<file path="src/rtl/led_fader_pkg.sv">
// led_fader_pkg: default sizes and brightness ceiling shared by the LED trail fader
package led_fader_pkg;
  localparam int NUM_LEDS = 10;
  localparam int PWM_BITS = 8;
  localparam logic [PWM_BITS-1:0] B_MAX = {PWM_BITS{1'b1}};
endpackage

</file>
<file path="src/rtl/tick_gen.sv">
// tick_gen: one-cycle pulse every DECAY_DIV clocks
module tick_gen
  import led_fader_pkg::*;
#(
  parameter int DECAY_DIV = 500000
) (
  input  logic CLOCK_50,
  input  logic RESET_N,
  output logic tick
);
  localparam int CW = $clog2(DECAY_DIV);
  localparam logic [CW-1:0] LAST = CW'(DECAY_DIV - 1);
  logic [CW-1:0] r_cnt;
  always_ff @(posedge CLOCK_50 or negedge RESET_N)
    if (!RESET_N) r_cnt <= '0;
    else r_cnt <= (r_cnt == LAST) ? '0 : r_cnt + 1'b1;
  assign tick = r_cnt == LAST;
endmodule

</file>
<file path="src/rtl/led_trail_fader.sv">
// led_trail_fader: scanner-position loads full brightness per LED, which then decays
// geometrically on slow ticks and drives LEDR through a free-running PWM compare.
module led_trail_fader
  import led_fader_pkg::*;
#(
  parameter int NUM_LEDS    = led_fader_pkg::NUM_LEDS,
  parameter int PWM_BITS    = led_fader_pkg::PWM_BITS,
  parameter int DECAY_DIV   = 500000,
  parameter int DECAY_SHIFT = 2
) (
  input  logic                CLOCK_50,
  input  logic                RESET_N,
  input  logic [NUM_LEDS-1:0] pos_onehot,
  output logic [NUM_LEDS-1:0] LEDR
);
  localparam logic [PWM_BITS-1:0] W_MAX = '1;
  logic [NUM_LEDS-1:0]               r_sync1, r_sync2, w_led;
  logic [NUM_LEDS-1:0][PWM_BITS-1:0] r_b, w_b_nxt;
  logic [PWM_BITS-1:0]               r_pwm;
  logic                              w_tick;
  tick_gen #(.DECAY_DIV(DECAY_DIV)) u_tick (
    .CLOCK_50(CLOCK_50),
    .RESET_N (RESET_N),
    .tick    (w_tick)
  );
  genvar i;
  generate
    for (i = 0; i < NUM_LEDS; i++) begin : g_led
      logic [PWM_BITS-1:0] w_shr, w_step, w_dec;
      assign w_shr  = r_b[i] >> DECAY_SHIFT;
      // small values still fade: step never drops below 1, result never below 0
      assign w_step = (w_shr == '0) ? PWM_BITS'(1) : w_shr;
      assign w_dec  = (r_b[i] > w_step) ? r_b[i] - w_step : '0;
      assign w_b_nxt[i] = r_sync2[i] ? W_MAX : w_tick ? w_dec : r_b[i];
      assign w_led[i]   = (r_b[i] == W_MAX) || (r_pwm < r_b[i]);
    end
  endgenerate
  always_ff @(posedge CLOCK_50 or negedge RESET_N)
    if (!RESET_N) begin
      r_sync1 <= '0;
      r_sync2 <= '0;
      r_b     <= '0;
      r_pwm   <= '0;
      LEDR    <= '0;
    end else begin
      r_sync1 <= pos_onehot;
      r_sync2 <= r_sync1;
      r_b     <= w_b_nxt;
      r_pwm   <= r_pwm + 1'b1;
      LEDR    <= w_led;
    end
endmodule

</file>
<file path="config.mk">
export PLATFORM = sky130hd
export DESIGN_NAME = led_trail_fader
export DESIGN_NICKNAME = d
export VERILOG_FILES = /design/src/rtl/led_fader_pkg.sv /design/src/rtl/tick_gen.sv /design/src/rtl/led_trail_fader.sv
export SDC_FILE = /design/constraint.sdc
export NUM_CORES = 1
export LEC_CHECK = 0
export ABC_AREA = 0
export CAP_MARGIN = 15
export CORE_ASPECT_RATIO = 0.8
export CORE_UTILIZATION = 65
export DETAILED_ROUTE_END_ITERATION = 8
export DONT_BUFFER_PORTS = 1
export PLACE_DENSITY = 0.84
export SLEW_MARGIN = 20
export SYNTH_ARGS = -nofsm -noshare
export SYNTH_HDL_FRONTEND = slang
export SYNTH_SLANG_ARGS = --single-unit
</file>
<file path="constraint.sdc">
create_clock -name CLOCK_50 -period 4 [get_ports CLOCK_50]
set_input_delay 0.4 -clock CLOCK_50 [delete_from_list [all_inputs] [get_ports CLOCK_50]]
set_output_delay 0.4 -clock CLOCK_50 [all_outputs]
set_load 0.05 [all_outputs]
</file>
==> out/metrics.csv, run 1 <==
metric;value;unit
outcome;completed;
overflow;0;
clkPwrFrac;0.519;
cts_tree;done;
htree_levels;4;
regArea;3428;sq um
synth_top_cell_by_area;dfrtp_1;
wl_met1;11530;um
synth-main-ff-cell;dfrtp_1;
cts_setup_buffers;0;
worst-path-buf-inv;2;
critical_path.endpoint_type;flip-flop;
die_w;143.1;um
drive_above_1_share;0.03860;
num_vias;8756;
dieArea;16430;sq um
hold_path_depth;0;
dr.pass1.iters;5;
cts_root_buf;clkbuf_16;
worst_slew_pin_slew;0.9805;ns
syn_nets;1284;
fin_util;0.7368;
clk_latency;0.43;ns
hold_viol;0;
grt_pass1_vias;8009;
cp_num_cells;11;
gp_congestion;0.9486;
cp_slowest_cell;a2111oi_0;
synthTopCellsByArea;dfrtp_1 33%, ha_1 16%, inv_1 4.7%, a21oi_1 3.1%, o21ai_0 2.7%;
drc;0;
internal-power;2.388;mW
cts-buffers-inserted;17;
multi_input_area;6300;sq um
path_delay_family;compound AO/OA/AOI/OAI gates;
syn_area;10350;sq um
met2_length;10640;um
startpoint_type;flip-flop;
irDropWorstVdd;0.3215;mV
core_area;15260;sq um
async_flop_share;1.000;
yosysWarnings;0;
crit_required;4.31;ns
ys_seq_area_frac;0.3313;
crit_path_frequent_cell;inv_1;
slew_violations;0;
p_leak;5.808;nW
hpwlAfterDp;16440;um
fin_setup_tns;0;ns
yosys-top-cells-count;137 x dfrtp_1, 136 x ha_1, 130 x inv_1;
cts.sinks;137;
ios;22;
synth-seq-cells;137;
diodes;0;
highest_layer;met4;
rsz0062_at_grt;false;
power.share.sequential;0.467;
relSlewSlack;0.3463;
synth_top_area_share;0.3313;
grt_pass1_wl;40270;um
slowest_delay;0.75;ns
power_frac_comb;0.014;
die_h;114.9;um
setup_viol;0;
synth_most_common_cell;dfrtp_1;
rrSetupSlack;0.66;ns
synthToLayoutAreaGrowth;8.681;%
synth_cell_types;59;
syn_avg_cell_area;9.191;sq um
finClkSkew;0.007751;ns
core.rowCount;40;
path_max_fanout;7;
grt_usage;0.3137;
cp_data_arrival_time;3.66;ns
fin_nets;1285;
grt_max_degree;138;
hold_class;flip-flop to flip-flop;
setup.worst_path.class;flip-flop to flip-flop;
finalCritPeriodShare;0.8362;
maxCapViolCount;0;
wl;24380;um
post_cts_resized;0;
synth-edff-count;0;
swShare;0.2085;
wl_per_cell;18.06;um
clockBufferDepth;2;
nFillCells;1093;
syn_inst;1126;
via_per_inst;6.486;
clkSlewWorstSetupHoldPaths;0.06;ns
start_util;0.6780;
total_power;3.017;mW
postRouteAntennaNets;0;
p_per_area;268.3;nW/um^2
portBuffers;0;
r2r_cells;11;
wl_met3;1818;um
switching_power;0.6290;mW
cp_cell_sequence;inv_1 > nand4_1 > o21ai_0 > ha_1 > inv_1 > fa_1 > a211oi_1 > o21bai_1 > a2111oi_0 > nor4_1 > a221o_1;
drt_iter0_drc;772;
antenna_found_initial;0;
period_minus_slack;3.345;ns
clock.fmax;299.0;MHz
registers in the layout, summed over array words and instances, names as in the netlist:
register and count:
g_led.w_shr 60, r_b 20, u_tick.r_cnt 19, LEDR 10, r_sync1 10, r_sync2 10, r_pwm 8
metal layers:
metal  up-vias  track usage
li1       4192            -
met3        39      0.05831
met1      4165       0.4597
met4         0      0.09391
met2       360       0.4719
met5         -            0
metrics by stage:
| stage | cells | hold slack, ns | worst slack, ns | instance area [sq um] |
|---|---|---|---|---|
| after floorplan | 1126 | 0.1044 | 1.061 | 10350 |
| after global placement | 1306 | 0.1092 | 0.8612 | 10520 |
| after detailed placement | 1306 | 0.1087 | 0.7679 | 10520 |
| after CTS | 1350 | 0.3497 | 0.7470 | 11250 |
| after global routing | 1350 | 0.3507 | 0.3731 | 11250 |
| final | 1350 | 0.3490 | 0.6552 | 11250 |
power groups by stage:
stage          registers [mW]  clock network [mW]  logic, mW
3_5_place_dp             1.43                   0    0.00494
4_1_cts                  1.41                1.59     0.0447
2_1_floorplan            1.43                   0    0.00846
3_3_place_gp             1.43                   0    0.00495
6_report                 1.41                1.57     0.0426
5_1_grt                  1.41                1.65     0.0498
repair_timing:
action,4_1_cts,5_1_grt
endpoints found under the setup margin,0,0
hold endpoints to repair,147,0
hold buffers,12,0
final timing paths:
| kind | start | to |
|---|---|---|
| min in group asynchronous | RESET_N | LEDR[9] |
| worst max-delay path | g_led[0].w_shr[4] | g_led[0].w_shr[5] |
| worst min-delay path | r_sync1[1] | r_sync2[1] |
| worst min register to register | r_sync1[1] | r_sync2[1] |
| max in group asynchronous | RESET_N | g_led[7].w_shr[3] |
| worst max register to register | g_led[0].w_shr[4] | g_led[0].w_shr[5] |
cell usage in the layout, fill, tap and decap left out, types with 10 or more instances in the layout:
cell / count
fa_1: 10
ha_1: 136
nor4_1: 12
nand2_1: 66
nor3_1: 27
a41o_1: 15
a221o_1: 19
nand4_1: 39
o221ai_1: 11
dfrtp_1: 137
o21ai_0: 56
o31ai_1: 37
dlygate4sd3_1: 11
a21oi_1: 64
nand3_1: 30
a211o_1: 11
o22a_1: 10
inv_1: 130
xor2_1: 22
nor2b_1: 13
nand2b_1: 13
clkbuf_16: 17
a211oi_1: 15
nor2_1: 46
xnor2_1: 29
o211ai_1: 11
o21a_1: 24
cells by family (layout without fill, tap and decap cells):
group / after synthesis / after routing / synth area share
buffers and inverters: 166 / 180 / 0.06069
AND/OR/NAND/NOR: 289 / 289 / 0.1456
multiplexers: 1 / 1 / 0.0009673
flip-flops: 137 / 137 / 0.3313
AO/OA/AOI/OAI: 331 / 331 / 0.2297
XOR/XNOR: 51 / 51 / 0.04316
adder cells (fa/ha/maj): 151 / 151 / 0.1886
area by class of cell:
cell class | instances | area share
clock inverter | 7 | 0.008010
clock buffer | 25 | 0.04405
tap | 210 | 0.02336
sequential | 137 | 0.3048
inverter | 130 | 0.04339
timing repair buffer | 18 | 0.01624
multi-input combinational | 823 | 0.5601
Power figures use the tool's default switching activity.
==> inputs of run 2 (changes only) <==
clock period = 3.15 ns   (was 4 ns; I/O delays follow)
==> run 2 against run 1 <==
Net effect: the flow now finishes with violations (negative hold slack); die area is the same; register-to-register slack got worse by 0.53 ns; via count up 1.5%; critical path type unchanged.
==> out/metrics.csv, run 2 (synthesized netlist as in run 1, its figures left out) <==
metric;value;unit;change
outcome;finished with violations;;was completed
failed_checks;negative hold slack;;
drt_iter0_drc;626;;was 772
fin_nets;1311;;was 1,285
portBuffers;0;;unchanged
hold_slack;-0.4188;ns;was 0.3490 ns
ios;22;;unchanged
finalCritPeriodShare;0.9604;;was 0.8362
gp_congestion;0.9584;;was 0.9486
startpoint_type;flip-flop;;unchanged
clkSlewWorstSetupHoldPaths;0.06;ns;about the same
finClkSkew;0.01106;ns;was 0.007751 ns
irDropWorstVdd;0.3343;mV;was 0.3215 mV
grt_pass1_wl;41860;um;was 40,270 um
postRouteAntennaNets;0;;unchanged
p_per_area;327.6;nW/um^2;was 268.3 nW/um^2
clock.fmax;330.6;MHz;was 299.0 MHz
start_util;0.6780;;unchanged
die_w;143.1;um;unchanged
grt_max_degree;138;;unchanged
cp_data_arrival_time;3.39;ns;was 3.66 ns
core_area;15260;sq um;unchanged
hold_class;input port to async pin;;was flip-flop to flip-flop
slowest_delay;0.71;ns;was 0.75 ns
clockBufferDepth;2;;unchanged
period_minus_slack;3.025;ns;was 3.345 ns
crit_path_start;g_led[8].w_shr[1];;was g_led[0].w_shr[4]
largest_reg_flops;60;;unchanged
final_cell_mix;137 x dfrtp_1, 136 x ha_1, 128 x inv_1;;was 137 x dfrtp_1, 136 x ha_1, 130 x inv_1
cp_slowest_cell;nor3_1;;was a2111oi_0
overflow;0;;unchanged
antenna_found_initial;0;;unchanged
worst_slew_pin_slew;0.9194;ns;was 0.9805 ns
drc;0;;unchanged
synthToLayoutAreaGrowth;10.42;%;was 8.681%
wl;24770;um;was 24,380 um
post_cts_hold_buffer_count;10;;was 12
final_common_cell;dfrtp_1;;unchanged
crit_required;3.52;ns;was 4.31 ns
p_leak;5.912;nW;was 5.808 nW
cts-buffers-inserted;17;;unchanged
die_h;114.9;um;unchanged
hold_viol;137;;was 0
num_vias;8888;;was 8,756
crit_path_frequent_cell;inv_1;;unchanged
relSlewSlack;0.3823;;was 0.3463
r2r_start;g_led[8].w_shr[1];;was g_led[0].w_shr[4]
clk_latency;0.43;ns;about the same
grt_pass1_vias;8429;;was 8,009
fin_util;0.7486;;was 0.7368
cp_cell_sequence;inv_1 > a41o_1 > ha_1 > inv_1 > fa_1 > a21oi_1 > maj3_1 > o211a_1 > nor3_1 > a311o_1;;was inv_1 > nand4_1 > o21ai_0 > ha_1 > inv_1 > fa_1 > a211oi_1 > o21bai_1 > a2111oi_0 > nor4_1 > a221o_1
slew_violations;0;;unchanged
cts_tree;done;;unchanged
setup_viol;0;;unchanged
wl_per_cell;18.00;um;was 18.06 um
dr.pass1.iters;5;;unchanged
diodes;0;;unchanged
htree_levels;4;;unchanged
cts.sinks;137;;unchanged
core.rowCount;40;;unchanged
cts_root_buf;clkbuf_16;;unchanged
nFillCells;1043;;was 1,093
worst-path-buf-inv;2;;unchanged
hpwlAfterDp;16870;um;was 16,440 um
setup.worst_path.class;flip-flop to flip-flop;;unchanged
path_max_fanout;7;;unchanged
maxCapViolCount;0;;unchanged
grt_usage;0.3257;;was 0.3137
drive_above_1_share;0.06947;;was 0.03860
path_delay_family;compound AO/OA/AOI/OAI gates;;unchanged
via_per_inst;6.459;;was 6.486
critical_path.endpoint_type;flip-flop;;unchanged
dieArea;16430;sq um;unchanged
[run 2: repair_timing]
| item | CTS | global route |
|---|---|---|
| setup buffers | 0 | 0 |
| resized for setup | 0 | 10 |
| hold endpoints to repair | 147 | 137 |
| setup endpoints to repair | 0 | 19 |
[run 2: worst paths after layout]
| check | slack [ns] | end | cells past startpoint |
|---|---|---|---|
| min reg2reg | 0.35 | r_sync2[7] | 0 |
| min in group CLOCK_50 | 0.35 | r_sync2[7] | 0 |
| max | 0.12 | g_led[8].w_shr[5] | 10 |
| min | -0.42 | r_b[65] | 0 |
| max in group asynchronous | 3.37 | r_sync1[6] | 0 |
| max reg2reg | 0.12 | g_led[8].w_shr[5] | 10 |
[run 2: per-stage QoR]
step / instance area, sq um / worst slack, ns / total power [mW] / std cells / TNS (ns)
after floorplan: 10350 / 0.2112 / 1.821 / 1126 / 0
after global placement: 10730 / 0.2544 / 1.827 / 1334 / 0
after detailed placement: 10730 / 0.1339 / 1.827 / 1334 / 0
after CTS: 11400 / 0.1217 / 3.757 / 1376 / 0
after global routing: 11430 / -0.001028 / 3.832 / 1376 / -0.001028
final: 11430 / 0.1249 / 3.743 / 1376 / 0
[run 2: cell type report]
cell class	count	area (sq um)	share of cell area
Inverter	130	488.0	0.04270
Clock inverter	11	96.34	0.008431
Sequential cell	137	3428	0.3000
Multi-Input combinational cell	823	6326	0.5536
Clock buffer	21	470.5	0.04117
Tap cell	210	262.8	0.02299
Timing Repair Buffer	44	355.3	0.03110
[run 2: worst reg2reg max path, delay by kind of cell, from the launching register on]
family | cells | cell delay (ns)
and+or+nand+nor | 1 | 0.71
adders and majority gates | 3 | 0.80
DFF | 1 | 0.46
AOI/OAI and AO/OA | 4 | 0.84
buffers and inverters | 2 | 0.17
[run 2: power by group]
part,internal (mW),switching (mW)
Sequential,1.77,0.0164
Clock,1.14,0.793
Combinational,0.0102,0.00639
Total,2.93,0.816
[run 2: routing by layer]
metal | share of wire | GRT usage
met1 | 0.46 | 0.4631
met4 | 0.022 | 0.1154
met3 | 0.077 | 0.06789
met2 | 0.44 | 0.4924
met5 | 0 | 0
